<file path="src/rtl/prog_loader.sv">
// prog_loader: byte-stream loader packing bytes big-endian into the CPU RAM image.
// Optional checksum trailer byte enabled by defining PROG_LOADER_CHECKSUM_EN.
module prog_loader #(
  parameter int RAM_SIZE = 16
) (
  input  logic                  clk,
  input  logic                  reset,
  input  logic                  start,
  input  logic [7:0]            in_data,
  input  logic                  in_valid,
  input  logic                  in_last,
  output logic                  in_ready,
  output logic [RAM_SIZE*32-1:0] ram_flat,
  output logic                  cpu_reset,
  output logic                  busy,
  output logic                  done,
  output logic                  overflow,
  output logic [7:0]            words_loaded,
  output logic                  cks_err
);

  localparam logic [10:0] MAX_B = 11'(RAM_SIZE * 4);

  typedef enum logic [1:0] {
    S_IDLE,
    S_LOAD,
    S_DONE
  } state_t;

  state_t                  state_q, state_d;
  logic [9:0]              bidx_q, bidx_d;
  logic                    sat_q, sat_d;
  logic [31:0]             wbuf_q, wbuf_d;
  logic [RAM_SIZE*32-1:0]  ram_q, ram_d;
  logic [7:0]              words_q, words_d;
  logic                    ovf_q, ovf_d;

  logic                    is_data;
  logic                    in_range;
  logic [31:0]             merged;
  logic                    wr_en;
  logic [31:0]             wr_word;
  logic [7:0]              wr_idx;

`ifdef PROG_LOADER_CHECKSUM_EN
  logic                    cks_q, cks_d;
  logic [7:0]              sum_q, sum_d;
`endif

  // Next-state, byte packing and word write decisions
  always_comb begin
    state_d  = state_q;
    bidx_d   = bidx_q;
    sat_d    = sat_q;
    wbuf_d   = wbuf_q;
    words_d  = words_q;
    ovf_d    = ovf_q;
    is_data  = 1'b1;
    in_range = !sat_q && ({1'b0, bidx_q} < MAX_B);
    merged   = wbuf_q;
    wr_en    = 1'b0;
    wr_word  = '0;
    wr_idx   = bidx_q[9:2];
`ifdef PROG_LOADER_CHECKSUM_EN
    cks_d    = cks_q;
    sum_d    = sum_q;
    is_data  = !in_last;
`endif

    unique case (bidx_q[1:0])
      2'd0: merged[31:24] = in_data;
      2'd1: merged[23:16] = in_data;
      2'd2: merged[15:8]  = in_data;
      2'd3: merged[7:0]   = in_data;
    endcase

    unique case (state_q)
      S_IDLE, S_DONE: begin
        if (start) begin
          state_d = S_LOAD;
          bidx_d  = '0;
          sat_d   = 1'b0;
          wbuf_d  = '0;
          words_d = '0;
          ovf_d   = 1'b0;
`ifdef PROG_LOADER_CHECKSUM_EN
          cks_d   = 1'b0;
          sum_d   = '0;
`endif
        end
      end
      S_LOAD: begin
        if (in_valid) begin
          if (is_data) begin
            if (in_range) begin
              if (bidx_q[1:0] == 2'd3 || in_last) begin
                wr_en   = 1'b1;
                wr_word = merged;
                wbuf_d  = '0;
              end else begin
                wbuf_d  = merged;
              end
            end else begin
              ovf_d = 1'b1;
            end
            if (bidx_q == 10'h3FF) sat_d = 1'b1;
            else bidx_d = bidx_q + 10'd1;
`ifdef PROG_LOADER_CHECKSUM_EN
            sum_d = sum_q + in_data;
`endif
          end else begin
`ifdef PROG_LOADER_CHECKSUM_EN
            // Checksum byte: flush any pending partial word, then verify
            if (in_range && bidx_q[1:0] != 2'd0) begin
              wr_en   = 1'b1;
              wr_word = wbuf_q;
              wbuf_d  = '0;
            end
            cks_d = (sum_q + in_data) != 8'h00;
`endif
          end
          if (in_last) state_d = S_DONE;
        end
      end
      default: state_d = S_IDLE;
    endcase

    if (wr_en && words_q != 8'hFF) words_d = words_q + 8'd1;
  end

  // RAM image update for the selected word
  always_comb begin
    ram_d = ram_q;
    for (int i = 0; i < RAM_SIZE; i++) begin
      if (wr_en && int'(wr_idx) == i) ram_d[i*32 +: 32] = wr_word;
    end
  end

  // State and datapath registers with synchronous active-low reset
  always_ff @(posedge clk) begin
    if (!reset) begin
      state_q <= S_IDLE;
      bidx_q  <= '0;
      sat_q   <= 1'b0;
      wbuf_q  <= '0;
      ram_q   <= '0;
      words_q <= '0;
      ovf_q   <= 1'b0;
`ifdef PROG_LOADER_CHECKSUM_EN
      cks_q   <= 1'b0;
      sum_q   <= '0;
`endif
    end else begin
      state_q <= state_d;
      bidx_q  <= bidx_d;
      sat_q   <= sat_d;
      wbuf_q  <= wbuf_d;
      ram_q   <= ram_d;
      words_q <= words_d;
      ovf_q   <= ovf_d;
`ifdef PROG_LOADER_CHECKSUM_EN
      cks_q   <= cks_d;
      sum_q   <= sum_d;
`endif
    end
  end

  assign in_ready     = (state_q == S_LOAD);
  assign busy         = (state_q == S_LOAD);
  assign done         = (state_q == S_DONE);
  assign cpu_reset    = (state_q != S_DONE);
  assign ram_flat     = ram_q;
  assign words_loaded = words_q;
  assign overflow     = ovf_q;
`ifdef PROG_LOADER_CHECKSUM_EN
  assign cks_err      = cks_q;
`else
  assign cks_err      = 1'b0;
`endif

endmodule
</file>
<file path="config.mk">
export PLATFORM = sky130hd
export DESIGN_NAME = prog_loader
export DESIGN_NICKNAME = d
export VERILOG_FILES = /design/src/rtl/prog_loader.sv
export SDC_FILE = /design/constraint.sdc
export NUM_CORES = 1
export LEC_CHECK = 0
export ABC_AREA = 1
export CAP_MARGIN = 40
export CORE_MARGIN = 1.5
export CORE_UTILIZATION = 30
export DETAILED_ROUTE_END_ITERATION = 10
export SLEW_MARGIN = 30
export SYNTH_ARGS = -nofsm -noshare
export SYNTH_HDL_FRONTEND = slang
export SYNTH_SLANG_ARGS = --single-unit
export TNS_END_PERCENT = 100
</file>
<file path="constraint.sdc">
create_clock -name clk -period 3 [get_ports clk]
set_clock_uncertainty 0.2 [all_clocks]
set_input_delay 0.3 -clock clk [delete_from_list [all_inputs] [get_ports clk]]
set_output_delay 0.3 -clock clk [all_outputs]
set_load 0.05 [all_outputs]
</file>
Yosys cells after proc, flatten, opt, wreduce, memory -nomap -nowiden
Cells that the tools add are included.

Add/subtract/negate cells: 2. $lt $le $gt $ge: 1. Equality and inequality tests: 30. Muxes and demuxes: 35. Reduce and logical (&&, ||, !) cells: 33.

Operator list (number): $mux 32 (8); $eq 8x5->1 const B (8); $pmux 32 s2 (1); $mux 8 (7); $eq 8x4->1 const B (4); $mux 10 (3); $pmux 10 s2 (1); $logic_and 1x1->1 (18); $eq 8x3->1 const B (2); $reduce_and 4->1 (4); $ne 2x2->1 const B (6); $add 10x1->10 const B (1); $eq 10x10->1 const B (1); $lt 10x7->1 const B (1); $mux 1 (9); $add 8x1->8 const B (1); $eq 8x2->1 const B (1); $logic_not 8->1 (1); $ne 8x8->1 const B (1); $eq 2x2->1 const B (3); $mux 2 (3); $reduce_bool 2->1 (3); $eq 2x1->1 const B (2); $logic_not 2->1 (2); 8 further kinds (10).

Flip-flop bits (word level): 566. Input bits: 13. Output and inout port bits: 526. Logic and storage cells: 123.

Logic depth before layout (Yosys ltp)
Gate-level depths: netlist of run 1.

Depth in word-level cells: 9. Depth in mapped cells: 11. Mapped depth without buffers: 9.

Least setup slack after synthesis of run 1
No wires, ideal clock.

Path type: register to register. From: register bidx_q[0]. To: register ram_q[107] (netlist: ram_flat[107]). Library setup time: 70 ps. Arrival: 1865 ps. Required time: 2730 ps. Slack: 865 ps. Cell stages (with the launch flop): 9. Buffers on the path: 3. Clock period less this slack: 2135 ps. Cells stage by stage: dfxtp_1 -> inv_1 -> ha_1 -> buf_2 -> buf_2 -> o21ai_1 -> clkbuf_1 -> nand3_1 -> a21oi_1.

Longest elaborated chain between the ends: 7. Elaborated cells on any way between the ends: 15. Classes of those cells: order compare: 1; eq/ne: 2; mux: 9; reduce/logical: 3.

Ends and longest elaborated chain: start, declared (RTL line 31) `logic [9:0] bidx_q, bidx_d;`; start signal, assigned (RTL line 155) `bidx_q <= bidx_d;`; parallel branches: the longest is 7 deep, another holds $lt 10x7->1; end signal, assigned (RTL line 158) `ram_q <= ram_d;`; end, declared (RTL line 34) `logic [RAM_SIZE*32-1:0] ram_q, ram_d;`.

Parallel ways; which one is timed is not known. A chain may end at the register's enable or synchronous reset.

Worst setup path in the final report of run 1
From: register state_q[0]. To: output in_ready.

Longest elaborated chain between the ends: 1.

Ends and longest elaborated chain: start, declared (RTL line 30) `state_t state_q, state_d;`; start signal, assigned (RTL line 154) `state_q <= state_d;`; $eq 2x1->1 (RTL line 168) `assign in_ready = (state_q == S_LOAD);`; end, declared (RTL line 12) `output logic in_ready,`.

No other way between the ends.

==> summary.txt, run 1 <==
Num CTS Buffers: 66
# Max-Cap Violations: 0
Crit Path Class: register to primary output
DR iter-0 viols: 1635
multi-input logic area: 0.00909 sq mm
final-report hold violation count: 0
CTS tree: built
CP max-delay cell: clkdlybuf4s50_1
die area: 0.0777 sq mm
RSZ-0062 raised after global routing: false
Setup crit end kind: primary output
cell count after synthesis: 3325
DP HPWL: 57700 um
row count: 100
Yosys top cell area share: 0.497
Fill cells: 7545
worst reg2reg path depth: 9
vias in the first global route: 20000
via count: 21800
CTS root buf: clkbuf_16
Crit path required time: 2.50 ns
H-tree levels: 3
first-pass GRT wire length: 128000 um
outcome: finished, final reports clean
CP Cell Sequence: nand2_2, inv_2, clkdlybuf4s50_1
post-synthesis sequential area ratio: 0.497
initial antenna violation count: 2
P_leak: 14.0 nW
Clock Sink Count: 566
Yosys cell types: 31
commonest non-fill, non-tap cell in the layout: nand2_1
worst hold path cell count: 2
Pwr Density: 532 mW/mm^2
Tmin final: 2.77 ns
Top Ports: 539
Skew-Pair Late Insertion Delay: 0.60 ns
All-Layer GR Usage: 0.217
Worst path top cell family by delay: buffers and inverters
DRC: 0
Hold WC Path Type: register to register
Slew @ Worst Pin: 0.884 ns
Setup TNS: 0 ns
Die Width: 279 um
Synth Warn #: 0
Crit path depth: 3
crit path max fanout: 10
IO Port Bufs: 537
Slew headroom: 0.410
min-delay src: wbuf_q[5]
fin nets: 3817
most frequent cells in the layout: nand2_1 (834), nor2_1 (616), dfxtp_1 (566)
final setup fails: 0
grt total ovfl: 0
Total Wirelength: 86900 um
DR pass1 iterations: 5
largest net degree at the start of global routing: 141
Final Max Slew Viols: 0
Initial Util: 0.305
clock slew at reported path FFs: 0.06 ns
Max VDD drop: 0.342 mV
fmax: 0.361 GHz
layout cells sized above 1: 0.0707
Worst Setup SP: state_q[0]
core area: 0.0748 sq mm
#FFs+latches synth: 566
Register Area: 0.0113 sq mm
P&R area growth vs syn: 39.8%
CP startpoint kind: register
R2R Path Start: bidx_q[0]
Syn Area/Cell: 6.86 sq um
post_cts resized: 0
via/cell ratio: 4.53
post-route clock period utilization: 0.924
Worst Path Arrival: 2.27 ns
routability congestion estimate from global placement: 0.821
max incr delay on CP: 0.84 ns
Post-Synthesis Cell Area: 0.0228 sq mm
net count after synthesis: 3343
Area contributors post-synth: dfxtp_1 (50%), nand2_1 (14%), nor2_1 (10%), inv_1 (6.8%), nand3_1 (4.4%)
wire length per cell: 18.0 um
leading area contributor after synthesis: dfxtp_1
crit path buf inv count: 2
Max Root-Sink Buffers: 3
final core occ: 0.426
Die Span Y: 279 um
post-route ant nets: 0
tightest hold or removal path: cells and delay by family, from the launching register on:
family | cells | cell delay [ns]
buf+inv | 1 | 0.04
flops | 1 | 0.31
simple gates | 1 | 0.07
what timing repair did:
action | in CTS | in global routing
hold buffers | 1 | 0
setup endpoints to repair | 0 | 0
endpoints found under the hold margin | 3 | 0
buffers inserted | 0 | 0
final timing paths:
| path | to | slack, ns |
|---|---|---|
| min reg2reg | wbuf_q[5] | 0.26 |
| max reg2reg | ram_flat[320] | 0.28 |
| max | in_ready | 0.23 |
| min | wbuf_q[5] | 0.26 |
metrics by stage:
step                power, mW  std cells  worst slack, ns  cell area, sq um  hold WS, ns
floorplan                8.35       3325            0.865             22800        0.236
global placement         8.95       4696            0.269             29600        0.243
detailed placement       8.96       4699            0.193             29700        0.246
CTS                      17.1       4815            0.188             31900        0.237
global route             17.5       4816           0.0260             31900        0.276
finish                   16.9       4818            0.228             31900        0.255
cells by family after synthesis:
group / synth area share
compound gates: 0.0896
other cells: 0.000164
simple gates: 0.296
buf+inv: 0.115
fa+ha+maj: 0.00274
flops: 0.497
sequential cells by signal, indices dropped and copies added, names as in the netlist:
name          cells
bidx_q           10
overflow          1
ram_flat        512
sat_q             1
state_q           2
wbuf_q           32
words_loaded      8
Yosys cell counts, drive strengths merged:
library cell  count
nor3             16
nor4              7
o21bai            2
a21oi           182
inv             417
nor2            617
buf              76
nand3           200
o21ai           223
and2              1
dfxtp           566
ha                5
nand2           851
nand4             2
clkbuf          156
conb              1
or2               1
nor3b             2
power by group:
| part | leakage [nW] | internal [mW] | switching, mW |
|---|---|---|---|
| clock network | 1.08 | 4.81 | 3.35 |
| registers | 4.56 | 7.57 | 0.0348 |
| logic | 8.33 | 0.272 | 0.908 |
cell type report:
class / instances / area share
Clock inverter: 25 / 0.00864
Multi-Input combinational cell: 2110 / 0.285
Inverter: 417 / 0.0495
Antenna cell: 3 / 0.000236
Sequential cell: 566 / 0.356
Timing Repair Buffer: 638 / 0.203
Clock buffer: 90 / 0.0597
Tap cell: 969 / 0.0380
per-layer routing:
metal | vias up | share of wire | global-route usage
li1 | 11100 | - | -
met1 | 9930 | 0.43 | 0.272
met2 | 703 | 0.46 | 0.354
met3 | 151 | 0.078 | 0.0576
met4 | 0 | 0.037 | 0.0868
met5 | - | 0 | 0
(Power assumes the default switching activity.)
==> run 2, diff against run 1 <==
Clock period 3 ns to 2.25 ns, I/O delays scaled along.
==> summary.txt, run 2 (synthesis gave the netlist of run 1 again) <==
outcome: finished, final reports clean
Die Width: 279 um
Worst Path Arrival: 1.79 ns
initial antenna violation count: 3
first-pass GRT wire length: 127000 um
RSZ-0062 raised after global routing: false
Initial Util: 0.305
max reg flops: 512
DRC: 0
post-route clock period utilization: 0.984
sw frac: 0.254
via/cell ratio: 4.49
row count: 100
core area: 0.0748 sq mm
Worst path top cell family by delay: buffers and inverters
Pint: 16.7 mW
layout cells sized above 1: 0.0823
Clock power frac: 0.470
Post-Layout Cell Count: 4858
CTS root buf: clkbuf_16
placed insts: 4738
fin nets: 3858
H-tree levels: 3
# Max-Cap Violations: 0
Setup crit end kind: primary output
via count: 21800
grt total ovfl: 0
clock slew at reported path FFs: 0.05 ns
Skew-Pair Late Insertion Delay: 0.59 ns
routability congestion estimate from global placement: 0.797
Crit Path Class: register to primary output
Slew @ Worst Pin: 0.719 ns
largest net degree at the start of global routing: 128
die area: 0.0777 sq mm
Top Ports: 539
P_leak: 15.8 nW
max incr delay on CP: 0.85 ns
DR iter-0 viols: 1490
IO Port Bufs: 537
crit path max fanout: 2
All-Layer GR Usage: 0.215
vias in the first global route: 19800
Num CTS Buffers: 66
wire length per cell: 17.8 um
total power draw: 22.4 mW
Final Max Slew Viols: 0
Fill cells: 7531
most frequent cells in the layout: nand2_1 (833), nor2_1 (616), dfxtp_1 (566)
Hold WC Path Type: primary input to register
CTS tree: built
post-route ant nets: 0
Crit path required time: 1.82 ns
CP Cell Sequence: clkdlybuf4s50_1
DP HPWL: 58600 um
DR pass1 iterations: 5
Slew headroom: 0.521
Die Span Y: 279 um
Clock Sink Count: 566
Total Wirelength: 86500 um
P&R area growth vs syn: 42.4%
fmax: 0.452 GHz
final setup fails: 0
Tmin final: 2.21 ns
share of power burned in registers: 0.454
final-report hold violation count: 0
crit path buf inv count: 1
Pwr Density: 689 mW/mm^2
Max VDD drop: 0.425 mV
CP max-delay cell: clkdlybuf4s50_1
commonest non-fill, non-tap cell in the layout: nand2_1
switching power: 5.68 mW
worst hold margin: 0.226 ns
CP startpoint kind: register
Max Root-Sink Buffers: 3
Comb pwr share: 0.076
## run 2: cell types whose count changed in the layout (fill, tap and decap cells not counted), moves of 3 or more
cell	delta
clkdlybuf4s50_1	-165
dlygate4sd2_1	+106
clkinvlp_4	+3
o21ai_2	+3
nor3_2	+4
o21ai_4	-3
dlymetal6s2s_1	+54
nor3_1	-4
buf_4	+16
buf_12	+32
clkbuf_1	+6
## run 2: power by group through the flow
stage / sequential (mW) / clock (mW) / combinational, mW
2_1_floorplan: 10.4 / 0 / 0.714
3_3_place_gp: 10.4 / 0 / 1.72
3_5_place_dp: 10.4 / 0 / 1.72
4_1_cts: 10.1 / 10.8 / 1.72
5_1_grt: 10.1 / 11.2 / 1.82
6_report: 10.1 / 10.5 / 1.70
## run 2: what timing repair did
action / in CTS / in global routing
hold endpoints to repair: 36 / 0
buffers inserted: 0 / 1
gates resized for setup: 106 / 64
gates cloned: 0 / 1
setup endpoints to repair: 106 / 245
hold buffers: 1 / 0
## run 2: path summary, 6_finish.rpt
| kind | startpoint | to | slack, ns | depth (start not counted) |
|---|---|---|---|---|
| worst max-delay path | ram_flat[360] | ram_flat[360] | 0.04 | 1 |
| worst min-delay path | in_last | state_q[1] | 0.23 | 4 |
| worst max register to register | bidx_q[1] | wbuf_q[22] | 0.13 | 9 |
| worst min register to register | ram_flat[145] | ram_flat[145] | 0.25 | 2 |
## run 2: final cells by class
type | instances | area [sq um] | share of cell area
timing repair inverter | 1 | 7.51 | 0.000231
antenna | 1 | 2.50 | 0.0000771
inverter | 417 | 1580 | 0.0487
sequential | 566 | 11300 | 0.349
timing repair buffer | 678 | 7130 | 0.220
clock buffer | 94 | 1890 | 0.0581
multi-input combinational | 2110 | 9100 | 0.280
tap | 969 | 1210 | 0.0373
clock inverter | 22 | 214 | 0.00659
## run 2: metrics by stage
| step | setup WS (ns) | cell area [sq um] | setup TNS (ns) | util |
|---|---|---|---|---|
| after global routing | 0.000452 | 32500 | 0 | 0.434 |
| after detailed placement | -0.0504 | 30300 | -1.00 | 0.405 |
| after CTS | 0.0000457 | 32300 | 0 | 0.431 |
| after global placement | -0.000626 | 30300 | -0.000744 | 0.405 |
| final | 0.0370 | 32500 | 0 | 0.434 |
| after floorplan | 0.115 | 22800 | 0 | - |
## run 2: metal layers
metal	GRT usage	up-vias	wire, um
met1	0.273	9821	37300
met5	0	-	0
li1	-	11100	-
met2	0.357	684	40400
met4	0.0761	0	2820
met3	0.0493	150	5960
==> run 3, diff against run 2 <==
Settings changed: CORE_UTILIZATION 30 to 35.
==> summary.txt, run 3 (synthesis gave the netlist of run 1 again) <==
Worst path top cell family by delay: buffers and inverters
Top Ports: 539
largest net degree at the start of global routing: 150
DR iter-0 viols: 1696
RSZ-0062 raised after global routing: true
Slew @ Worst Pin: 0.763 ns
# Max-Cap Violations: 0
P_leak: 15.2 nW
via count: 22100
Tmin final: 2.22 ns
Initial Util: 0.354
RR Endpoint: ram_flat[134]
Crit path required time: 1.82 ns
min-delay src: in_valid
CTS root buf: clkbuf_16
Fill cells: 6424
R2R Path Start: bidx_q[1]
max incr delay on CP: 0.87 ns
Post-Layout Cell Count: 4756
post-route clock period utilization: 0.985
Crit Path Class: register to primary output
Clock Sink Count: 566
crit path buf inv count: 1
final-report hold violation count: 0
Die Span Y: 258 um
wire length per cell: 18.2 um
All-Layer GR Usage: 0.246
outcome: finished, final reports clean
worst hold path cell count: 4
Hold WC Path Type: primary input to register
Slew headroom: 0.491
most frequent cells in the layout: nand2_1 (834), nor2_1 (614), dfxtp_1 (565)
Max VDD drop: 0.462 mV
via/cell ratio: 4.64
P&R area growth vs syn: 42.9%
post-route ant nets: 0
core area: 0.0645 sq mm
DRC: 0
first-pass GRT wire length: 126000 um
worst reg2reg setup slack: 0.13 ns
H-tree levels: 3
max reg flops: 512
IO Port Bufs: 537
grt total ovfl: 0
vias in the first global route: 19900
final setup fails: 0
commonest non-fill, non-tap cell in the layout: nand2_1
Die Width: 258 um
Setup WS post-layout: 0.0339 ns
Max Root-Sink Buffers: 3
placed insts: 4624
Total Wirelength: 86800 um
Pwr Density: 698 mW/mm^2
Num CTS Buffers: 66
Ant. Diodes: 0
Setup crit end kind: primary output
CTS tree: built
worst reg2reg path depth: 12
Skew-Pair Late Insertion Delay: 0.60 ns
fmax: 0.451 GHz
CP startpoint kind: register
die area: 0.0667 sq mm
CP max-delay cell: clkdlybuf4s50_1
Setup WS pre-CTS: -0.120 ns
clock slew at reported path FFs: 0.06 ns
layout cells sized above 1: 0.0861
worst hold margin: 0.221 ns
Final Max Slew Viols: 0
final core occ: 0.505
Worst Path Arrival: 1.79 ns
routability congestion estimate from global placement: 0.832
row count: 93
DP HPWL: 57600 um
fin nets: 3871
crit path max fanout: 2
Worst Hold Path EP: state_q[0]
DR pass1 iterations: 5
CP Cell Sequence: clkdlybuf4s50_1
initial antenna violation count: 1
run 3: changes by cell type in the layout (fill, tap and decap cells not counted), sizes merged, moves of 4 or more:
| cell | delta |
|---|---|
| buf | +9 |
| clkbuf | +14 |
| clkdlybuf4s50 | +69 |
| clkinv | -5 |
| clkinvlp | -4 |
| dlygate4sd2 | -42 |
| dlymetal6s2s | -28 |
run 3: final cells by class:
cell class                      instances  area, sq um  area share
Clock buffer                          102         2060      0.0633
Tap cell                              855         1070      0.0328
Inverter                              417         1580      0.0485
Sequential cell                       566        11300       0.348
Clock inverter                         14          156     0.00480
Timing Repair Buffer                  692         7280       0.224
Multi-Input combinational cell       2110         9090       0.279
run 3: repair_timing:
| item | 4_1_cts | 5_1_grt |
|---|---|---|
| gates resized for setup | 64 | 66 |
| endpoints found under the hold margin | 44 | 0 |
| cloned | 0 | 8 |
| hold buffers | 1 | 0 |
| endpoints found under the setup margin | 64 | 388 |
| buffers inserted | 0 | 7 |
run 3: how the worst max path moves through the flow:
| stage | end | from | slack (ns) | cells past startpoint |
|---|---|---|---|---|
| global route | ram_flat[502] | bidx_q[1] | -0.002 | 11 |
| detailed placement | ram_flat[488] | in_valid | -0.12 | 11 |
| global placement | ram_flat[491] | in_valid | -0.11 | 11 |
| finish | ram_flat[172] | ram_flat[172] | 0.03 | 1 |
| CTS | ram_flat[376] | ram_flat[376] | 0.0001 | 1 |
| floorplan | ram_flat[107] | bidx_q[0] | 0.11 | 8 |
run 3: power breakdown:
part / switching [mW] / internal [mW]
clock: 4.29 / 6.63
sequential: 0.0454 / 10.1
combinational: 1.20 / 0.483
run 3: routing by layer:
| layer | GRT usage | routed length, um | share of wire | vias up |
|---|---|---|---|---|
| li1 | - | - | - | 11200 |
| met1 | 0.312 | 37500 | 0.43 | 10100 |
| met2 | 0.409 | 40600 | 0.47 | 679 |
| met3 | 0.0590 | 6020 | 0.069 | 133 |
| met4 | 0.0841 | 2660 | 0.031 | 0 |
| met5 | 0 | 0 | 0 | - |
run 3: per-stage QoR:
stage / TNS (ns) / cell area, sq um / power [mW]
CTS: 0 / 32200 / 23.0
finish: 0 / 32600 / 22.8
detailed placement: -15.90 / 30100 / 12.0
global route: -0.00187 / 32600 / 23.5
floorplan: 0 / 22800 / 11.1
global placement: -11.17 / 30100 / 12.0
run 3: worst reg2reg max path, stage by stage (launching register included):
cell and delay, ns:
dfxtp_1 0.34, ha_2 0.23, nor2_2 0.06, nor2_2 0.13
buf_4 0.14, nand2_4 0.07, inv_8 0.12, buf_12 0.16
nand2_2 0.07, buf_12 0.17, nand2_1 0.16, nand2_1 0.05
nor2_1 0.13
